### src/rtl/rv_iopmp_axi4_err_slv_pkg.sv
// Shared AXI response/length types and the error-responder FSM state encodings.
package axi_pkg;
    typedef logic [7:0] len_t;
    typedef logic [1:0] resp_t;

    localparam resp_t RESP_OKAY   = 2'b00;
    localparam resp_t RESP_SLVERR = 2'b10;
    localparam resp_t RESP_DECERR = 2'b11;
endpackage

package rv_iopmp_pkg;
    typedef enum logic {
        R_IDLE,
        R_BEATS
    } err_rd_state_e;

    typedef enum logic [1:0] {
        W_IDLE,
        W_DRAIN,
        W_RESP
    } err_wr_state_e;
endpackage

### src/rtl/rv_iopmp_axi4_err_slv_if.sv
// Bundle of the rejected-request, R, W and B channels seen by the error responder.
interface rv_iopmp_axi4_err_slv_if #(
    parameter int ID_WIDTH   = 4,
    parameter int DATA_WIDTH = 64
);
    logic                  rd_err_valid_i;
    logic                  rd_err_ready_o;
    logic [ID_WIDTH-1:0]   rd_err_id_i;
    logic [7:0]            rd_err_len_i;
    logic                  r_valid_o;
    logic                  r_ready_i;
    logic [ID_WIDTH-1:0]   r_id_o;
    logic [DATA_WIDTH-1:0] r_data_o;
    logic [1:0]            r_resp_o;
    logic                  r_last_o;
    logic                  wr_err_valid_i;
    logic                  wr_err_ready_o;
    logic [ID_WIDTH-1:0]   wr_err_id_i;
    logic [7:0]            wr_err_len_i;
    logic                  w_valid_i;
    logic                  w_last_i;
    logic                  w_ready_o;
    logic                  b_valid_o;
    logic                  b_ready_i;
    logic [ID_WIDTH-1:0]   b_id_o;
    logic [1:0]            b_resp_o;

    // Upstream side: checker/IOPMP presenting rejects, master consuming R/B and sending W.
    modport master (
        output rd_err_valid_i, rd_err_id_i, rd_err_len_i, r_ready_i,
        output wr_err_valid_i, wr_err_id_i, wr_err_len_i, w_valid_i, w_last_i, b_ready_i,
        input  rd_err_ready_o, r_valid_o, r_id_o, r_data_o, r_resp_o, r_last_o,
        input  wr_err_ready_o, w_ready_o, b_valid_o, b_id_o, b_resp_o
    );

    // Error responder side.
    modport slave (
        input  rd_err_valid_i, rd_err_id_i, rd_err_len_i, r_ready_i,
        input  wr_err_valid_i, wr_err_id_i, wr_err_len_i, w_valid_i, w_last_i, b_ready_i,
        output rd_err_ready_o, r_valid_o, r_id_o, r_data_o, r_resp_o, r_last_o,
        output wr_err_ready_o, w_ready_o, b_valid_o, b_id_o, b_resp_o
    );
endinterface

### src/rtl/rv_iopmp_axi4_err_wr.sv
// Write-side error responder: accepts a rejected AW, discards its W burst, returns one B error.
module rv_iopmp_axi4_err_wr
    import axi_pkg::*;
    import rv_iopmp_pkg::*;
#(
    parameter int    ID_WIDTH = 4,
    parameter resp_t ERR_RESP = RESP_SLVERR
) (
    input  logic                clk_i,
    input  logic                rst_ni,
    input  logic                wr_err_valid_i,
    output logic                wr_err_ready_o,
    input  logic [ID_WIDTH-1:0] wr_err_id_i,
    input  len_t                wr_err_len_i,
    input  logic                w_valid_i,
    input  logic                w_last_i,
    output logic                w_ready_o,
    output logic                b_valid_o,
    input  logic                b_ready_i,
    output logic [ID_WIDTH-1:0] b_id_o,
    output resp_t               b_resp_o,
    output logic                wlast_mismatch_o
);
    err_wr_state_e       state_q;
    logic [ID_WIDTH-1:0] id_q;
    len_t                len_q;
    logic [8:0]          cnt_q;
    logic [8:0]          cnt_d;
    logic [8:0]          len_ext;
    logic                aw_ready_q;
    logic                w_ready_q;
    logic                b_valid_q;

    assign cnt_d   = cnt_q + 9'd1;
    assign len_ext = {1'b0, len_q};

    // Write FSM: AW accept -> drain W until WLAST -> hold B until accepted.
    always_ff @(posedge clk_i or negedge rst_ni) begin
        if (!rst_ni) begin
            state_q    <= W_IDLE;
            id_q       <= '0;
            len_q      <= '0;
            cnt_q      <= '0;
            aw_ready_q <= 1'b1;
            w_ready_q  <= 1'b0;
            b_valid_q  <= 1'b0;
        end else begin
            case (state_q)
                W_IDLE: begin
                    if (wr_err_valid_i) begin
                        id_q       <= wr_err_id_i;
                        len_q      <= wr_err_len_i;
                        cnt_q      <= '0;
                        aw_ready_q <= 1'b0;
                        w_ready_q  <= 1'b1;
                        state_q    <= W_DRAIN;
                    end
                end
                W_DRAIN: begin
                    if (w_valid_i) begin
                        cnt_q <= cnt_d;
                        if (w_last_i) begin
                            w_ready_q <= 1'b0;
                            b_valid_q <= 1'b1;
                            state_q   <= W_RESP;
                        end
                    end
                end
                W_RESP: begin
                    if (b_ready_i) begin
                        b_valid_q  <= 1'b0;
                        aw_ready_q <= 1'b1;
                        state_q    <= W_IDLE;
                    end
                end
                default: state_q <= W_IDLE;
            endcase
        end
    end

    // Flag a beat whose WLAST disagrees with its position relative to the latched AWLEN.
    assign wlast_mismatch_o = w_ready_q & w_valid_i &
                              (w_last_i ? (cnt_q != len_ext) : (cnt_q == len_ext));

    assign wr_err_ready_o = aw_ready_q;
    assign w_ready_o      = w_ready_q;
    assign b_valid_o      = b_valid_q;
    assign b_id_o         = id_q;
    assign b_resp_o       = b_valid_q ? ERR_RESP : RESP_OKAY;
endmodule

### src/rtl/rv_iopmp_axi4_err_slv.sv
// AXI4 error responder: terminates rejected AR/AW requests with error R beats / B response.
module rv_iopmp_axi4_err_slv
    import axi_pkg::*;
    import rv_iopmp_pkg::*;
#(
    parameter int    ID_WIDTH   = 4,
    parameter int    DATA_WIDTH = 64,
    parameter resp_t ERR_RESP   = RESP_SLVERR
) (
    input  logic                        clk_i,
    input  logic                        rst_ni,
    rv_iopmp_axi4_err_slv_if.slave      bus,
    output logic                        wlast_mismatch_o
);
    err_rd_state_e       rd_state_q;
    len_t                rd_cnt_q;
    logic [ID_WIDTH-1:0] rd_id_q;
    logic                rd_ready_q;
    logic                r_valid_q;
    logic                r_last_q;

    // Read FSM: one AR accept, then len+1 error beats; RLAST is precomputed for the next beat.
    always_ff @(posedge clk_i or negedge rst_ni) begin
        if (!rst_ni) begin
            rd_state_q <= R_IDLE;
            rd_cnt_q   <= '0;
            rd_id_q    <= '0;
            rd_ready_q <= 1'b1;
            r_valid_q  <= 1'b0;
            r_last_q   <= 1'b0;
        end else begin
            case (rd_state_q)
                R_IDLE: begin
                    if (bus.rd_err_valid_i) begin
                        rd_id_q    <= bus.rd_err_id_i;
                        rd_cnt_q   <= bus.rd_err_len_i;
                        rd_ready_q <= 1'b0;
                        r_valid_q  <= 1'b1;
                        r_last_q   <= (bus.rd_err_len_i == 8'd0);
                        rd_state_q <= R_BEATS;
                    end
                end
                R_BEATS: begin
                    if (bus.r_ready_i) begin
                        if (rd_cnt_q == 8'd0) begin
                            rd_ready_q <= 1'b1;
                            r_valid_q  <= 1'b0;
                            r_last_q   <= 1'b0;
                            rd_state_q <= R_IDLE;
                        end else begin
                            rd_cnt_q <= rd_cnt_q - 8'd1;
                            r_last_q <= (rd_cnt_q == 8'd1);
                        end
                    end
                end
            endcase
        end
    end

    assign bus.rd_err_ready_o = rd_ready_q;
    assign bus.r_valid_o      = r_valid_q;
    assign bus.r_id_o         = rd_id_q;
    assign bus.r_data_o       = '0;
    assign bus.r_resp_o       = r_valid_q ? ERR_RESP : RESP_OKAY;
    assign bus.r_last_o       = r_last_q;

    rv_iopmp_axi4_err_wr #(
        .ID_WIDTH (ID_WIDTH),
        .ERR_RESP (ERR_RESP)
    ) u_wr (
        .clk_i            (clk_i),
        .rst_ni           (rst_ni),
        .wr_err_valid_i   (bus.wr_err_valid_i),
        .wr_err_ready_o   (bus.wr_err_ready_o),
        .wr_err_id_i      (bus.wr_err_id_i),
        .wr_err_len_i     (bus.wr_err_len_i),
        .w_valid_i        (bus.w_valid_i),
        .w_last_i         (bus.w_last_i),
        .w_ready_o        (bus.w_ready_o),
        .b_valid_o        (bus.b_valid_o),
        .b_ready_i        (bus.b_ready_i),
        .b_id_o           (bus.b_id_o),
        .b_resp_o         (bus.b_resp_o),
        .wlast_mismatch_o (wlast_mismatch_o)
    );
endmodule

### src/flat_wrapper.sv
// flat-port wrapper written by rule: the top's interface ports become plain ports
module rv_iopmp_axi4_err_slv_flat import axi_pkg::*; import rv_iopmp_pkg::*;
#(
    parameter int    ID_WIDTH   = 4,
    parameter int    DATA_WIDTH = 64,
    parameter resp_t ERR_RESP   = RESP_SLVERR
)
  (clk_i, rst_ni, wlast_mismatch_o, bus_rd_err_valid_i, bus_rd_err_id_i, bus_rd_err_len_i, bus_r_ready_i, bus_wr_err_valid_i, bus_wr_err_id_i, bus_wr_err_len_i, bus_w_valid_i, bus_w_last_i, bus_b_ready_i, bus_rd_err_ready_o, bus_r_valid_o, bus_r_id_o, bus_r_data_o, bus_r_resp_o, bus_r_last_o, bus_wr_err_ready_o, bus_w_ready_o, bus_b_valid_o, bus_b_id_o, bus_b_resp_o);
  rv_iopmp_axi4_err_slv_if #(.ID_WIDTH(ID_WIDTH), .DATA_WIDTH(DATA_WIDTH)) bus_i ();
  input  logic clk_i;
  input  logic rst_ni;
  output logic wlast_mismatch_o;
  input wire logic [$bits(bus_i.rd_err_valid_i)-1:0] bus_rd_err_valid_i;
  input wire logic [$bits(bus_i.rd_err_id_i)-1:0] bus_rd_err_id_i;
  input wire logic [$bits(bus_i.rd_err_len_i)-1:0] bus_rd_err_len_i;
  input wire logic [$bits(bus_i.r_ready_i)-1:0] bus_r_ready_i;
  input wire logic [$bits(bus_i.wr_err_valid_i)-1:0] bus_wr_err_valid_i;
  input wire logic [$bits(bus_i.wr_err_id_i)-1:0] bus_wr_err_id_i;
  input wire logic [$bits(bus_i.wr_err_len_i)-1:0] bus_wr_err_len_i;
  input wire logic [$bits(bus_i.w_valid_i)-1:0] bus_w_valid_i;
  input wire logic [$bits(bus_i.w_last_i)-1:0] bus_w_last_i;
  input wire logic [$bits(bus_i.b_ready_i)-1:0] bus_b_ready_i;
  output wire logic [$bits(bus_i.rd_err_ready_o)-1:0] bus_rd_err_ready_o;
  output wire logic [$bits(bus_i.r_valid_o)-1:0] bus_r_valid_o;
  output wire logic [$bits(bus_i.r_id_o)-1:0] bus_r_id_o;
  output wire logic [$bits(bus_i.r_data_o)-1:0] bus_r_data_o;
  output wire logic [$bits(bus_i.r_resp_o)-1:0] bus_r_resp_o;
  output wire logic [$bits(bus_i.r_last_o)-1:0] bus_r_last_o;
  output wire logic [$bits(bus_i.wr_err_ready_o)-1:0] bus_wr_err_ready_o;
  output wire logic [$bits(bus_i.w_ready_o)-1:0] bus_w_ready_o;
  output wire logic [$bits(bus_i.b_valid_o)-1:0] bus_b_valid_o;
  output wire logic [$bits(bus_i.b_id_o)-1:0] bus_b_id_o;
  output wire logic [$bits(bus_i.b_resp_o)-1:0] bus_b_resp_o;
  assign bus_i.rd_err_valid_i = bus_rd_err_valid_i;
  assign bus_i.rd_err_id_i = bus_rd_err_id_i;
  assign bus_i.rd_err_len_i = bus_rd_err_len_i;
  assign bus_i.r_ready_i = bus_r_ready_i;
  assign bus_i.wr_err_valid_i = bus_wr_err_valid_i;
  assign bus_i.wr_err_id_i = bus_wr_err_id_i;
  assign bus_i.wr_err_len_i = bus_wr_err_len_i;
  assign bus_i.w_valid_i = bus_w_valid_i;
  assign bus_i.w_last_i = bus_w_last_i;
  assign bus_i.b_ready_i = bus_b_ready_i;
  assign bus_rd_err_ready_o = bus_i.rd_err_ready_o;
  assign bus_r_valid_o = bus_i.r_valid_o;
  assign bus_r_id_o = bus_i.r_id_o;
  assign bus_r_data_o = bus_i.r_data_o;
  assign bus_r_resp_o = bus_i.r_resp_o;
  assign bus_r_last_o = bus_i.r_last_o;
  assign bus_wr_err_ready_o = bus_i.wr_err_ready_o;
  assign bus_w_ready_o = bus_i.w_ready_o;
  assign bus_b_valid_o = bus_i.b_valid_o;
  assign bus_b_id_o = bus_i.b_id_o;
  assign bus_b_resp_o = bus_i.b_resp_o;
  rv_iopmp_axi4_err_slv #(.ID_WIDTH(ID_WIDTH), .DATA_WIDTH(DATA_WIDTH), .ERR_RESP(ERR_RESP)) u_core (.clk_i(clk_i), .rst_ni(rst_ni), .bus(bus_i), .wlast_mismatch_o(wlast_mismatch_o));
endmodule
### config.mk
export PLATFORM = sky130hd
export DESIGN_NAME = rv_iopmp_axi4_err_slv_flat
export DESIGN_NICKNAME = d
export VERILOG_FILES = /design/src/rtl/rv_iopmp_axi4_err_slv_pkg.sv /design/src/rtl/rv_iopmp_axi4_err_slv_if.sv /design/src/rtl/rv_iopmp_axi4_err_wr.sv /design/src/rtl/rv_iopmp_axi4_err_slv.sv /design/src/flat_wrapper.sv
export SDC_FILE = /design/constraint.sdc
export NUM_CORES = 1
export LEC_CHECK = 0
export BUFFER_PORTS_ARGS = -buffer_cell sky130_fd_sc_hd__buf_4
export CAP_MARGIN = 15
export CORE_MARGIN = 1.5
export CORE_UTILIZATION = 50
export CTS_BUF_LIST = sky130_fd_sc_hd__clkbuf_4
export DETAILED_ROUTE_END_ITERATION = 12
export PLACE_DENSITY_LB_ADDON = 0.15
export SYNTH_ARGS = -nofsm -noshare
export SYNTH_HDL_FRONTEND = slang
export SYNTH_SLANG_ARGS = --single-unit
### constraint.sdc
create_clock -name clk_i -period 1.9 [get_ports clk_i]
set_input_delay 0.19 -clock clk_i [delete_from_list [all_inputs] [get_ports clk_i]]
set_output_delay 0.19 -clock clk_i [all_outputs]
set_load 0.005 [all_outputs]
==> summary.md <==
| Metric | Value |
|---|---|
| Flop2flop setup slack | 0.16 ns |
| Pwr Total | between 3 and 4 mW |
| H-tree depth reported by CTS | 2 |
| Finished Layout Cells | 441 |
| Ports | 115 |
| Total Wirelength | between 5000 and 6000 um |
| Yosys warns | 0 |
| Sw Ratio | around two fifths |
| Critical path class | flip-flop to primary output |
| Initial antenna violation count | 0 |
| Fin crit share | 98.17% |
| Drt pass-1 iters | 4 |
| Layout Skew | roughly 0.016 ns |
| Post-Layout Inst Area | ~3100 sq um |
| Setup TNS | 0 ns |
| Worst slew pin tran | approximately 0.52 ns |
| Num CTS Buffers | 5 |
| GP Congestion | about 0.81 |
| Core area | slightly above 5000 sq um |
| Number of synthesized flops with an enable pin | 0 |
| Rows | 26 |
| Share of synthesized registers carrying an async set or reset | 100.0% |
| Detailed-route via count | approximately 2100 |
| Most frequent cells in the layout | 66 x conb_1, 64 x nand2_1, 62 x buf_4 |
| Combinational share of power | around two fifths |
| Seq/Total Area, Yosys | between 30% and 40% |
| Nets | 405 |
| Slew Limit Fails | 0 |
| Fmax | between 0.5 and 0.6 GHz |
| Reg2reg path depth | 6 |
| Antenna Nets Post-Route | 0 |
| Hold crit path type | input pin to flip-flop |
| Port Buf Inserts | 48 |
| Crit path max fanout | 2 |
| Rel. slew slack | 65.10% |
| Pin count of the biggest net entering global routing | 43 |
| Synthesized area | about 2700 sq um |
| 1st-iter DRT viols | ~120 |
| Unique masters post-synth | between 40 and 50 |
| Mean Syn Cell Area | just under 9 sq um |
| Unrepaired setup endpoints after global routing | true |
| Reg2reg start | u_core.rd_cnt_q[0] |
| GR Util met3 | approximately 3.1% |
| P&R area growth vs syn | 13.90% |
| Maxcap violations | 0 |
| Clk network pwr share | between 10% and 20% |
| Layout cell share with drive strength beyond 1 | 23.18% |
| Status | finished clean |
| Fin. Hold Viols | 0 |
| Tmin final | ~1.9 ns |
| Worst Path Arrival | about 1.7 ns |
| Fillers | roughly 470 |
| Crit start category | flip-flop |
| Worst hold stages | 3 |
| N_diodes | 0 |
| First-pass GRT wire length | 8742 um |
| Clock tree buffer depth | 2 |
| Total Routing Usage GR | 18.33% |
| Flop pwr share | between 40% and 50% |
| Gate Count Post-Synth | 310 |
| Met2 Resource Use GR | 29.55% |
| Sw power | approximately 1.3 mW |
| # DRC | 0 |
| Width of the die | 76.37 um |
| Crit path from | u_core.u_wr.len_q[3] |
| Clock sink total | 42 |
| Die Y | 76.37 um |
| Hold path startpoint | bus_wr_err_len_i[3] |
| Flop and latch count out of synthesis | between 40 and 50 |
| Ys flop type | dfrtp_1 |
| Pwr/cell area | around 1100 nW/um^2 |
| Hold Slack | 0.01487 ns |
| Grt met1 use | between 20% and 30% |
| Clk slew on worst S/H paths | between 0.1 and 0.15 ns |
| Grt ovf | 0 |
| Die area | between 5000 and 6000 sq um |
| Final setup fails | 0 |
| Wire per inst | about 12 um |
| Peak VDD IR | 0.4938 mV |
| Largest area contributor in the synthesized netlist | dfrtp_1 |
| TritonCTS clock tree | done |
| Top cells by area, synth | dfrtp_1 37%, buf_4 19%, nand2_1 8.9% |
| Root Driver | clkbuf_4 |
| Post-DP HPWL | about 3700 um |
| R2r endpoint | u_core.rd_cnt_q[7] |
| Leak | 1.553 nW |
| Starting Density | 52.36% |
| Number of cells after detailed placement | 420 |
| Top-area cell type share of the netlist area | approximately 37% |
| GRT Max-Usage Layer | met2 |
| Placement Cell Area | about 2900 sq um |
| DR vias/cell | slightly below 5 |
| Hold Path Sink | u_core.u_wr.len_q[3] |
| Vias in the first global route | 1914 |
| Most common cell after layout, fill and taps aside | conb_1 |
| Clk_lat worst skew | ~0.35 ns |
| CP Capture Type | primary output |
| Critical Path RT | between 1.5 and 2 ns |
| Cell-internal power | a little over 2 mW |
## worst max path at each step
stage	to	slack, ns	cells after the start
floorplan	u_core.rd_cnt_q[4]	0.34	7
global placement	u_core.rd_cnt_q[7]	0.21	6
detailed placement	u_core.rd_cnt_q[7]	0.16	6
CTS	wlast_mismatch_o	-0.04	5
global route	wlast_mismatch_o	-0.12	5
finish	wlast_mismatch_o	0.03	5
## final cells by class
cell class                      count  area, sq um  area share (%)
Clock buffer                        6        45.04           1.469
Clock inverter                      2        10.01          0.3265
Inverter                            7        26.28          0.8571
Multi-Input combinational cell    247         1325           43.22
Sequential cell                    42         1056           34.45
Tap cell                           70        87.58           2.857
Timing Repair Buffer               67        515.5           16.82
## cells by family (layout without fill, tap and decap cells)
logic type	Yosys count	count (layout)	synth area share [%]
AO/OA/AOI/OAI	42	42	9.484
XOR/XNOR	9	9	2.929
adder cells (fa/ha/maj)	3	3	1.395
buffers and inverters	86	82	22.22
flip-flops	42	42	39.14
multiplexers	2	2	0.7439
other	1	66	0.1393
AND/OR/NAND/NOR	125	125	23.94
## metrics by stage
stage / util, % / setup slack [ns]
2_1_floorplan: - / 0.3358
3_3_place_gp: 55.57 / 0.2141
3_5_place_dp: 55.57 / 0.1609
4_1_cts: 58.67 / -0.04062
5_1_grt: 59.64 / -0.1242
6_report: 59.64 / 0.03478
## state kept, by name, indices dropped and copies added, names as in the netlist
register / cells
u_core.bus.r_id_o: 4
u_core.u_wr.b_valid_o: 1
u_core.bus.r_valid_o: 1
u_core.u_wr.state_q: 2
u_core.u_wr.len_q: 8
u_core.u_wr.cnt_q: 9
u_core.u_wr.w_ready_o: 1
u_core.u_wr.b_id_o: 4
u_core.rd_cnt_q: 8
u_core.bus.r_last_o: 1
u_core.bus.rd_err_ready_o: 1
u_core.rd_state_q: 1
u_core.u_wr.wr_err_ready_o: 1
## Yosys cell counts (2+ instances only)
library cell / number
a31oi_1: 4
a21oi_1: 9
nor3_2: 2
inv_1: 7
o2bb2ai_1: 2
nor2_1: 8
buf_4: 68
o21ai_0: 12
nor2b_1: 3
nand3b_1: 2
nor3b_2: 2
o21ai_1: 2
o22ai_1: 4
nand4_1: 6
dfstp_2: 2
ha_1: 3
and4_1: 3
o211ai_1: 2
nand2_1: 64
xor2_1: 2
mux2i_1: 2
nand3_1: 12
nor3_1: 7
clkbuf_1: 5
nor4_1: 2
buf_2: 4
xnor2_1: 7
o31ai_1: 2
and3_1: 3
buf_6: 2
nor4b_1: 2
dfrtp_1: 40
o32ai_1: 2
nand2b_1: 2
## power by group through the flow
stage	registers [mW]	logic, mW	clock network [mW]
final	1.56	1.37	0.444
after global routing	1.62	1.55	0.493
after CTS	1.55	1.33	0.467
after detailed placement	1.57	1.26	0
after global placement	1.57	1.23	0
after floorplan	1.46	0.998	0
## metal layers
metal  part of all wire [%]  vias to the layer above
li1                       -                     1039
met1                     44                      980
met3                    7.5                        7
met2                     47                      110
met5                      0                        -
met4                    1.4                        0
## critical path, cell delays in order (launching register included)
cell	delay, ns
dfrtp_1	0.44
xnor2_2	0.19
nand3_2	0.12
nor4_4	0.23
mux2i_1	0.21
buf_4	0.13
## timing repair
action                     CTS  global route
hold endpoints to repair    44             0
hold buffers                 5             0
setup buffers                6             2
resized for setup            3             5
setup endpoints to repair    1             5
pin swaps                    3             5
Note: power is estimated with default switching activity, not from simulation.
